## src/rtl/branch_predictor_bht.sv

```systemverilog
// Branch history table: tagged direct-mapped BTB with per-entry 2-bit
// saturating counters, runtime-selectable strategy, and resolve-stage
// mispredict/redirect/squash generation plus branch statistics.
//
// Ports:
//   clk, rst            rising-edge clock, async active-low reset
//   mode                00 static NT, 01 static T (BTB), 10 delay slot, 11 dynamic
//   if_pc               fetch PC to predict
//   pred_taken          prediction for if_pc
//   pred_target         predicted next PC for if_pc
//   upd_valid           resolved branch present this cycle
//   upd_pc, upd_target  resolved branch PC and actual target
//   upd_taken           actual outcome
//   upd_pred_taken      prediction made for the resolved branch
//   mispredict          resolved branch was mispredicted
//   redirect_pc         correct next PC on mispredict
//   squash_ifid         kill the IF/ID instruction
//   br_count, mp_count  saturating branch / mispredict counters
module branch_predictor_bht #(
    parameter int          ENTRIES  = 16,
    parameter int          PC_W     = 32,
    parameter logic [1:0]  CNT_INIT = 2'b01
) (
    input  logic            clk,
    input  logic            rst,
    input  logic [1:0]      mode,
    input  logic [PC_W-1:0] if_pc,
    output logic            pred_taken,
    output logic [PC_W-1:0] pred_target,
    input  logic            upd_valid,
    input  logic [PC_W-1:0] upd_pc,
    input  logic [PC_W-1:0] upd_target,
    input  logic            upd_taken,
    input  logic            upd_pred_taken,
    output logic            mispredict,
    output logic [PC_W-1:0] redirect_pc,
    output logic            squash_ifid,
    output logic [15:0]     br_count,
    output logic [15:0]     mp_count
);

    localparam int IDX_W = $clog2(ENTRIES);
    localparam int TAG_W = PC_W - IDX_W - 2;

    typedef enum logic [1:0] {
        MODE_NT  = 2'b00,
        MODE_T   = 2'b01,
        MODE_DS  = 2'b10,
        MODE_DYN = 2'b11
    } mode_e;

    mode_e mode_sel;
    assign mode_sel = mode_e'(mode);

    logic             valid_q [ENTRIES];
    logic [TAG_W-1:0] tag_q   [ENTRIES];
    logic [PC_W-1:0]  tgt_q   [ENTRIES];
    logic [1:0]       cnt_q   [ENTRIES];

    logic [IDX_W-1:0] if_idx;
    logic [TAG_W-1:0] if_tag;
    logic             if_hit;

    assign if_idx = if_pc[IDX_W+1:2];
    assign if_tag = if_pc[PC_W-1:IDX_W+2];
    assign if_hit = valid_q[if_idx] && (tag_q[if_idx] == if_tag);

    always_comb begin
        pred_taken = 1'b0;
        case (mode_sel)
            MODE_T:   pred_taken = if_hit;
            MODE_DYN: pred_taken = if_hit && cnt_q[if_idx][1];
            default:  pred_taken = 1'b0;
        endcase
        // Valid bits clear asynchronously, but gate anyway so the
        // outputs are defined during reset regardless of table state.
        if (!rst) begin
            pred_taken = 1'b0;
        end
    end

    assign pred_target = pred_taken ? tgt_q[if_idx]
                                    : if_pc + PC_W'(4);

    logic [IDX_W-1:0] upd_idx;
    logic [TAG_W-1:0] upd_tag;
    logic             upd_hit;
    logic [1:0]       upd_cnt;
    logic             wr_entry;
    logic             wr_cnt;
    logic [1:0]       cnt_next;

    assign upd_idx = upd_pc[IDX_W+1:2];
    assign upd_tag = upd_pc[PC_W-1:IDX_W+2];
    assign upd_hit = valid_q[upd_idx] && (tag_q[upd_idx] == upd_tag);
    assign upd_cnt = cnt_q[upd_idx];

    always_comb begin
        wr_entry = 1'b0;
        wr_cnt   = 1'b0;
        cnt_next = upd_cnt;
        if (upd_valid) begin
            case (mode_sel)
                MODE_T: begin
                    wr_entry = upd_taken;
                end
                MODE_DYN: begin
                    if (upd_hit) begin
                        wr_cnt = 1'b1;
                        if (upd_taken) begin
                            wr_entry = 1'b1;
                            cnt_next = (upd_cnt == 2'b11) ? 2'b11
                                                          : upd_cnt + 2'b01;
                        end else begin
                            cnt_next = (upd_cnt == 2'b00) ? 2'b00
                                                          : upd_cnt - 2'b01;
                        end
                    end else if (upd_taken) begin
                        wr_entry = 1'b1;
                        wr_cnt   = 1'b1;
                        cnt_next = 2'b10;
                    end
                end
                default: begin
                    wr_entry = 1'b0;
                end
            endcase
        end
    end

    always_ff @(posedge clk or negedge rst) begin
        if (!rst) begin
            for (int i = 0; i < ENTRIES; i++) begin
                valid_q[i] <= 1'b0;
                cnt_q[i]   <= CNT_INIT;
            end
        end else begin
            if (wr_entry) begin
                valid_q[upd_idx] <= 1'b1;
            end
            if (wr_cnt) begin
                cnt_q[upd_idx] <= cnt_next;
            end
        end
    end

    // Tag/target payload is qualified by valid, so it needs no reset.
    always_ff @(posedge clk) begin
        if (wr_entry) begin
            tag_q[upd_idx] <= upd_tag;
            tgt_q[upd_idx] <= upd_target;
        end
    end

    assign mispredict  = rst && upd_valid && (upd_taken != upd_pred_taken);
    assign squash_ifid = mispredict && (mode_sel != MODE_DS);
    assign redirect_pc = upd_taken ? upd_target : upd_pc + PC_W'(4);

    always_ff @(posedge clk or negedge rst) begin
        if (!rst) begin
            br_count <= '0;
            mp_count <= '0;
        end else begin
            if (upd_valid && (br_count != 16'hFFFF)) begin
                br_count <= br_count + 16'd1;
            end
            if (mispredict && (mp_count != 16'hFFFF)) begin
                mp_count <= mp_count + 16'd1;
            end
        end
    end

endmodule

```

## config.mk

```make
export PLATFORM = sky130hd
export DESIGN_NAME = branch_predictor_bht
export DESIGN_NICKNAME = d
export VERILOG_FILES = /design/src/rtl/branch_predictor_bht.sv
export SDC_FILE = /design/constraint.sdc
export NUM_CORES = 1
export LEC_CHECK = 0
export CAP_MARGIN = 15
export CORE_ASPECT_RATIO = 1.5
export CORE_MARGIN = 3
export CORE_UTILIZATION = 61
export CTS_CLUSTER_DIAMETER = 60
export DETAILED_ROUTE_END_ITERATION = 8
export PLACE_DENSITY = 0.77
export SYNTH_ARGS = -nofsm -noshare
export SYNTH_HDL_FRONTEND = slang
export SYNTH_SLANG_ARGS = --single-unit
```

## constraint.sdc

```tcl
create_clock -name clk -period 6.67 [get_ports clk]
set_input_delay 1.334 -clock clk [delete_from_list [all_inputs] [get_ports clk]]
set_output_delay 1.334 -clock clk [all_outputs]
set_load 0.1 [all_outputs]
```

# Yosys cells after proc, flatten, opt, wreduce, memory -nomap -nowiden
# Memories as Yosys holds them, arrays and structs flattened.
# Index checks and enable logic that the tools add are counted.
dict set report word_totals {
  ramBits 928
  n_memories 2
  elab_cells 103
  ff_bits 80
  in_bits 103
}
# memory depth width read_ports rd_ports_with_merged_regs wr line_no
set memory_table {}
lappend memory_table {tgt_q 16 32 1 0 1 57} ;# logic [PC_W-1:0] tgt_q [ENTRIES];
lappend memory_table {tag_q 16 26 2 0 1 56} ;# logic [TAG_W-1:0] tag_q [ENTRIES];
dict set report classes {
  addsub 6
  eq_ne 9
  bitwise_logic 3
  n_reduce_logical 10
  mux 36
  n_lt_le_gt_ge 3
}
# cell count
set ops {}
lappend ops {{adder 32 x 3 -> 32 bit (second input constant)} 2}
lappend ops {{2-to-1 mux 32 bit} 2}
lappend ops {{== test 26 bit} 2}
lappend ops {{adder 16 x 1 -> 16 bit (second input constant)} 2}
lappend ops {{bitwise mux 32 bit} 1}
lappend ops {{!= test 16 bit (second input constant)} 2}
lappend ops {{2-to-1 mux 2 bit} 12}
lappend ops {{binary-select mux 2 bit (select 4 bit)} 2}
lappend ops {{OR 16 bit} 1}
lappend ops {{2-to-1 mux 1 bit} 13}
lappend ops {{greater-or-equal comparator 5 bit (second input constant)} 2}
lappend ops {{inverter 4 -> 5 bit} 2}
lappend ops {{logical AND 1 bit} 9}
lappend ops {{binary-select mux 1 bit (select 4 bit)} 2}
lappend ops {{demux 2 bit (select 4 bit)} 1}
lappend ops {{less-than comparator 5 x 1 -> 1 bit (second input constant)} 1}
lappend ops {{demux 1 bit (select 4 bit)} 1}
lappend ops {{== test 2 bit (second input constant)} 2}
lappend ops {{case mux 1 bit (2 select lines)} 2}
lappend ops {{adder 2 x 1 -> 2 bit (second input constant)} 1}
lappend ops {{== test 2 x 1 -> 1 bit (second input constant)} 1}
lappend ops {{zero test 2 bit} 1}
lappend ops {{!= test 2 bit (second input constant)} 1}
lappend ops {{subtractor 2 x 1 -> 2 bit (second input constant)} 1}
lappend ops {{!= test 1 bit} 1}

# Logic depth before layout (Yosys ltp)
# Gate-level depths: netlist of run 1.
dict set report depth {
  depth_word 11
  ltp_mapped 16
}

# Least setup slack after synthesis of run 1
# No wires, ideal clock.
dict set report synth_timing {
  path_kind {input to output}
  from {input port if_pc[2]}
  to {output port pred_taken}
  setup_slack_ns -1.232
  t_arrival_ns 6.568
  n_path_buf 4
  stages 10
  t_required_ns 5.336
  path_cell_list {buf_2 -> buf_4 -> buf_6 -> buf_2 -> mux4_2 -> mux2i_1 -> a21oi_1 -> xor2_1 -> or4_1 -> nor4_1}
}
dict set report synth_between {
  elab_chain_cells 8
  word_cells_on_any_way 13
}
# element line_no
set synth_lines {}
lappend synth_lines {{start: declaration} 27} ;# input logic [PC_W-1:0] if_pc,
lappend synth_lines {{parallel branches: the longest is 6 deep, another holds memory (16 x 26 bit)} n/a}
lappend synth_lines {{case mux 1 bit (2 select lines) (*)} 70} ;# case (mode_sel)
lappend synth_lines {{2-to-1 mux 1 bit (*)} 77} ;# if (!rst) begin
lappend synth_lines {{end: declaration} 28} ;# output logic pred_taken,
# Mark *: on every way between the ends. The select of a mux whose other input is x is not followed.

# Worst setup path in the final report of run 1
dict set report layout_timing {
  from {input port if_pc[2]}
  to {output port pred_target[16]}
}
dict set report layout_between {
  elab_chain_cells 9
  word_cells_on_any_way 16
}
# element line_no
set layout_lines {}
lappend layout_lines {{parallel branches: the longest is 8 deep, another holds memory (16 x 26 bit)} n/a}
lappend layout_lines {{2-to-1 mux 32 bit (*)} 82} ;# assign pred_target = pred_taken ? tgt_q[if_idx]
lappend layout_lines {{end: declaration} 29} ;# output logic [PC_W-1:0] pred_target,
# Marks and branches as above.

==> flow_summary_export.csv, run 1 <==
group,metric,value,unit
run_status,status,"finished, final reports clean",
grt,antenna_found_initial,4,
clock_network,postCtsHoldBufs,0,
setup_path,critPathKind,"in2out",
clock_network,clkLatencyLatePin,0.68,ns
worst_hold_path,hold_start,"cnt_q[12]$_DFFE_PN1P_",
clock_network,cts.sinks,1008,
clock_network,clockBufferDepth,3,
worst_hold_path,whs_endpoint,"cnt_q[12]$_DFFE_PN1P_",
synthesis,synth_ff_type,"edfxtp_1",
finish,layout_commonest_cell,"edfxtp_1",
synthesis,yosys_register_bits,1008,
route,drtIter0Drc,4140,
power_and_ir_drop,p_seq_share,49.2,%
place,routabilityCongestion,0.962,
setup_path,cpMostUsedCell,"buf_12",
synthesis,synth_cells,2467,
setup_path,r2r-start,"tag_q[5][21]$_DFFE_PP_",
power_and_ir_drop,finalPower,14400,uW
finish,final_nets,2864,
floorplanning,start_util,62.0,%
sta,slew_headroom,31.3,%
synthesis,synth-edff-count,928,
grt,grt_usage,35.2,%
floorplanning,io_pins,202,
sta,holdWs,0.465,ns
sta,finalWorstSetupSlack,0.237,ns
setup_path,worstReg2RegEnd,"cnt_q[2]$_DFFE_PN1P_",
synthesis,synth_top_area_share,61.4,%
synthesis,syn_nets,2577,
clock_network,path_clk_slew,0.07,ns
power_and_ir_drop,p_sw,3670,uW
place,dp_hpwl,83200,microns
setup_path,crit_path_start_kind,"primary input",
sta,fin_crit,6.43,ns
clock_network,cts_setup_buffers,0,
floorplanning,fp.dieW,229,microns
place,numPortBuffers,201,
setup_path,cp.arrival,5.10,ns
sta,fin_crit_sh,96.4,%
setup_path,crit_required,5.34,ns
setup_path,slowest_delay,0.54,ns
worst_hold_path,hold_depth,2,
power_and_ir_drop,p_per_area,273,nW/um^2
finish,fin_util,72.4,%
synthesis,syn_area_per_cell,18.4,sq um
setup_path,critPathSlowestCell,"mux4_2",
finish,drive_gt1_share,29.0,%
floorplanning,core,73100,sq um
grt,grt_pass1_vias,28043,
route,dr.pass1.iters,6,
power_and_ir_drop,leakage,0.0177,uW
finish,fill_cells,4261,
route,ant_nets,0,
grt,grt_pass1_wl,195000,microns
place,pre_cts_slack,0.288,ns
worst_hold_path,hold_class,"reg2reg",
floorplanning,fp.dieArea,77700,sq um
power_and_ir_drop,combPwrFrac,12.8,%
setup_path,end_kind,"output port",
setup_path,cp_cell_sequence,"buf_8 > buf_12 > buf_12 > mux4_2 > nor2b_1 > a211oi_1 > a21oi_1 > xor2_1 > nor2_1 > nand4_1 > nor4_4 > buf_12 > mux2_1 > buf_12",
sta,tns,0,ns
clock_network,cts_buffers,92,
route,routed_wl,136000,microns
synthesis,netlist_area,45400,sq um
synthesis,async_flop_share,7.94,%
sta,rsz0062_at_grt,"false",
setup_path,r2r_slack,2.68,ns
clock_network,root_buffer,"clkbuf_16",
grt,grt_max_degree,115,
route,vias,27391,
sta,setup_viol,0,
floorplanning,die_height,340,microns
power_and_ir_drop,p_sw_share,25.4,%
floorplanning,rows,121,
sta,tightest_slew,1.03,ns
synthesis,synth_cell_types,70,
clock_network,cts_resized,0,
finish,area.growth.synth_to_final,16.7,%
setup_path,reg2reg_depth,10,
clock_network,tritoncts,"done",
sta,finalHoldViolCount,0,
sta,clock.fmax,155,MHz
route,drc,0,
power_and_ir_drop,power.internal,10800,uW
run,cap_violations,0,
power_and_ir_drop,ir_drop,0.000292,V
sta,skew,0.0276,ns
synthesis,yosys.area.top_type,"edfxtp_1",
setup_path,path_max_fanout,32,
synthesis,yosys_warnings,0,
route,via_per_inst,7.17,
clock_network,ctsHtreeMaxLevel,3,
sta,finalMaxSlewViolations,0,
synthesis,ys_top_cells_by_area,"edfxtp_1 (61%), mux4_2 (18%), dfrtp_1 (3.5%), mux2i_1 (2.3%), xnor2_1 (1.4%)",
route,wl_per_cell,35.5,microns
grt,grt_overflow,0,
power_and_ir_drop,clkPwrFrac,37.9,%
finish,final_cell_mix,"edfxtp_1 (928), mux4_2 (358), buf_4 (130), clkdlybuf4s50_1 (128), nand2_1 (108)",
synthesis,synth_seq_area_share,65.9,%
## synth_stat cells, drive strengths merged (3+ instances only)
library cell  count
a211oi           18
a21o              3
a21oi            44
a221oi            6
a22o              8
a22oi            18
a31oi             6
a32o              3
and2              4
and3             15
and4              5
buf              83
clkbuf           65
dfrtp            64
dfstp            16
edfxtp          928
ha                7
inv              41
mux2             80
mux2i           105
mux4            358
nand2           108
nand2b           13
nand3            53
nand4            23
nor2             61
nor2b            25
nor3             14
nor4             17
o2111ai           5
o21a              3
o21ai            40
o221ai            4
o22ai            32
o31ai             6
or2              19
or3               7
or4               3
xnor2            74
xor2             57
## cell type report
class	count	area, sq um	area share [%]
Antenna cell	4	10.0	0.0189
Clock buffer	110	2450	4.63
Clock inverter	61	669	1.26
Inverter	41	155	0.293
Multi-Input combinational cell	1270	14700	27.7
Sequential cell	1008	29900	56.4
Tap cell	984	1230	2.33
Timing Repair Buffer	341	3850	7.28
## logic make-up (layout without fill, tap and decap cells)
| group | count (synthesis) | in the layout | synth area share, % |
|---|---|---|---|
| other | 0 | 4 | 0 |
| AND/OR/NAND/NOR | 374 | 374 | 4.15 |
| XOR/XNOR | 131 | 131 | 2.53 |
| adder cells (fa/ha/maj) | 7 | 7 | 0.193 |
| flip-flops | 1008 | 1008 | 65.9 |
| AO/OA/AOI/OAI | 215 | 215 | 3.13 |
| buffers and inverters | 189 | 553 | 2.02 |
| multiplexers | 543 | 543 | 22.1 |
## state kept, by name (all words and copies together), names as in the netlist
register  cells
tgt_q       512
valid_q      16
tag_q       416
br_count     16
mp_count     16
cnt_q        32
## worst max-delay path, delay by kind of cell
family,cells,cell delay [ns]
simple gates,4,1.14
mux,2,0.96
xor+xnor,1,0.17
compound gates,2,0.30
buf+inv,5,1.13
## metrics by stage
step / cell area [sq um] / instances
floorplan: 45400 / 2467
global placement: 49800 / 3644
detailed placement: 49800 / 3644
CTS: 52900 / 3815
global route: 52900 / 3815
finish: 53000 / 3819
## how the worst max path moves through the flow
stage | startpoint | endpoint | slack [ns] | depth (start not counted)
after floorplan | if_pc[2] | pred_taken | -0.08 | 10
after global placement | if_pc[2] | pred_target[4] | 0.32 | 11
after detailed placement | if_pc[2] | pred_target[11] | 0.29 | 14
after CTS | if_pc[2] | pred_target[16] | 0.27 | 14
after global routing | if_pc[2] | pred_target[16] | 0.19 | 14
final | if_pc[2] | pred_target[16] | 0.24 | 14
## power groups by stage
stage | logic, uW | clock network [uW] | registers, uW
6_report | 1850 | 5480 | 7110
5_1_grt | 1920 | 5770 | 7110
4_1_cts | 1840 | 5520 | 7100
3_5_place_dp | 1830 | 0 | 7240
3_3_place_gp | 1810 | 0 | 7230
2_1_floorplan | 917 | 0 | 7460
## metal layers
layer / vias to the layer above / global-route usage (%) / share of wire, %
met1: 13933 / 44.0 / 33
met2: 2218 / 55.7 / 48
met4: 0 / 22.3 / 7.6
met3: 535 / 8.82 / 11
met5: - / 0 / 0
li1: 10705 / - / -
Power figures use the tool's default switching activity.
==> inputs of run 2 (changes only) <==
--- a/config.mk
+++ b/config.mk
@@ -12,6 +12,7 @@
 export CTS_CLUSTER_DIAMETER = 60
 export DETAILED_ROUTE_END_ITERATION = 8
 export PLACE_DENSITY = 0.77
+export SLEW_MARGIN = 40
 export SYNTH_ARGS = -nofsm -noshare
 export SYNTH_HDL_FRONTEND = slang
 export SYNTH_SLANG_ARGS = --single-unit
==> flow_summary_export.csv, run 2 (synthesis gave the netlist of run 1 again) <==
group,metric,value,unit
route,drc,0,
floorplanning,die_height,340,microns
floorplanning,core,73100,sq um
place,placed_cell_area,49700,sq um
clock_network,path_clk_slew,0.06,ns
setup_path,cpMostUsedCell,"buf_12",
route,vias,27462,
clock_network,clkLatencyLatePin,0.68,ns
floorplanning,start_util,62.0,%
setup_path,r2r-start,"tag_q[15][21]$_DFFE_PP_",
place,numPortBuffers,201,
setup_path,cp_cell_sequence,"buf_8 > buf_12 > buf_12 > mux4_2 > nor2b_1 > a211oi_1 > a21oi_1 > xor2_1 > nor2_1 > nand4_1 > nor4_4 > buf_12 > mux2_1 > buf_12",
power_and_ir_drop,p_per_area,268,nW/um^2
sta,clock.fmax,155,MHz
place,place_inst,3649,
grt,antenna_found_initial,4,
clock_network,clockBufferDepth,3,
sta,fin_crit,6.44,ns
finish,final_cell_mix,"edfxtp_1 (928), mux4_2 (358), buf_4 (128), nand2_1 (108), mux2i_1 (104)",
power_and_ir_drop,ir_drop,0.000252,V
floorplanning,fp.dieW,229,microns
finish,largest_reg_flops,512,
power_and_ir_drop,leakage,0.0177,uW
sta,slew_headroom,37.8,%
setup_path,setup.worst_path.start,"if_pc[2]",
setup_path,endpoint,"pred_target[26]",
setup_path,r2r_slack,2.61,ns
floorplanning,io_pins,202,
setup_path,cp.arrival,5.10,ns
sta,finalHoldViolCount,0,
finish,top_regs,"tgt_q x512, tag_q x416, cnt_q x32",
route,via_per_inst,7.18,
finish,final_cells,3824,
setup_path,critPathKind,"in2out",
clock_network,ctsHtreeMaxLevel,3,
setup_path,critPathSlowestCell,"mux4_2",
finish,drive_gt1_share,30.2,%
run,cap_violations,0,
sta,finalMaxSlewViolations,0,
clock_network,cts_resized,0,
grt,grt_usage,35.4,%
floorplanning,fp.dieArea,77700,sq um
setup_path,worstReg2RegEnd,"cnt_q[2]$_DFFE_PN1P_",
grt,grt_pass1_wl,196000,microns
clock_network,root_buffer,"clkbuf_16",
route,drtIter0Drc,3694,
clock_network,postCtsHoldBufs,0,
run_status,status,"finished, final reports clean",
clock_network,tritoncts,"done",
place,routabilityCongestion,0.962,
floorplanning,rows,121,
route,ant_nets,0,
setup_path,crit_required,5.34,ns
grt,grt_overflow,0,
clock_network,cts.sinks,1008,
setup_path,crit_path_start_kind,"primary input",
clock_network,cts_buffers,93,
grt,grt_max_degree,115,
sta,fin_crit_sh,96.5,%
setup_path,path_max_fanout,32,
place,dp_hpwl,83700,microns
grt,grt_pass1_vias,28108,
sta,holdWs,0.464,ns
setup_path,end_kind,"output port",
setup_path,reg2reg_depth,10,
finish,area.growth.synth_to_final,16.1,%
route,routed_wl,136000,microns
finish,layout_commonest_cell,"edfxtp_1",
worst_hold_path,hold_class,"reg2reg",
finish,fin_area,52700,sq um
route,dr.pass1.iters,6,
finish,regMostFlops,"tgt_q",
sta,setup_viol,0,
route,wl_per_cell,35.7,microns
sta,skew,0.0275,ns
setup_path,slowest_delay,0.54,ns
clock_network,cts_setup_buffers,0,
finish,final_nets,2870,
sta,rsz0062_at_grt,"false",
sta,tightest_slew,0.924,ns
[run 2: final cells by class]
cell class              count  area (sq um)
flip-flops and latches   1008         29900
fillers                  4308         20500
multi-input cells        1270         14700
repair buffers            346          3760
clock buffers             112          2420
well taps                 984          1230
clock inverters            57           504
inverters                  41           155
diodes                      6          15.0
[run 2: worst min-delay path by stage]
stage | from | endpoint | slack [ns] | depth (start not counted)
after CTS | cnt_q[14]$_DFFE_PN1P_ | cnt_q[14]$_DFFE_PN1P_ | 0.46 | 2
after global routing | cnt_q[4]$_DFFE_PN1P_ | cnt_q[4]$_DFFE_PN1P_ | 0.48 | 2
after global placement | cnt_q[0]$_DFFE_PN1P_ | cnt_q[0]$_DFFE_PN1P_ | 0.45 | 2
after floorplan | cnt_q[0]$_DFFE_PN1P_ | cnt_q[0]$_DFFE_PN1P_ | 0.44 | 2
after detailed placement | cnt_q[14]$_DFFE_PN1P_ | cnt_q[14]$_DFFE_PN1P_ | 0.46 | 2
final | cnt_q[14]$_DFFE_PN1P_ | cnt_q[14]$_DFFE_PN1P_ | 0.46 | 2
[run 2: layer usage]
| layer | vias to the layer above | share of wire, % | GRT usage [%] |
|---|---|---|---|
| li1 | 10730 | - | - |
| met1 | 14050 | 33 | 43.8 |
| met2 | 2165 | 48 | 56.5 |
| met3 | 515 | 12 | 9.13 |
| met4 | 2 | 7.5 | 21.9 |
| met5 | - | 0.0073 | 0 |
[run 2: report_power, final]
group	total, uW	switching [uW]	internal [uW]
Sequential	7100	82.8	7020
Combinational	1820	1190	631
Clock	5210	2370	2840
Total	14100	3640	10500
[run 2: worst max-delay path: cells and delay by family]
family / cells / cell delay [ns]
simple gates: 4 / 1.14
buf+inv: 5 / 1.10
mux: 2 / 0.95
compound gates: 2 / 0.32
xor+xnor: 1 / 0.18
[run 2: metrics by stage]
step           setup TNS [ns]  utilization (%)  setup slack [ns]  power (uW)
6_report                    0             72.0             0.232       14100
5_1_grt                     0             72.0             0.129       14500
4_1_cts                     0             72.0             0.239       14200
3_5_place_dp                0             68.0             0.256        9030
3_3_place_gp                0             68.1             0.319        9030
2_1_floorplan         -0.0818                -           -0.0818        8380
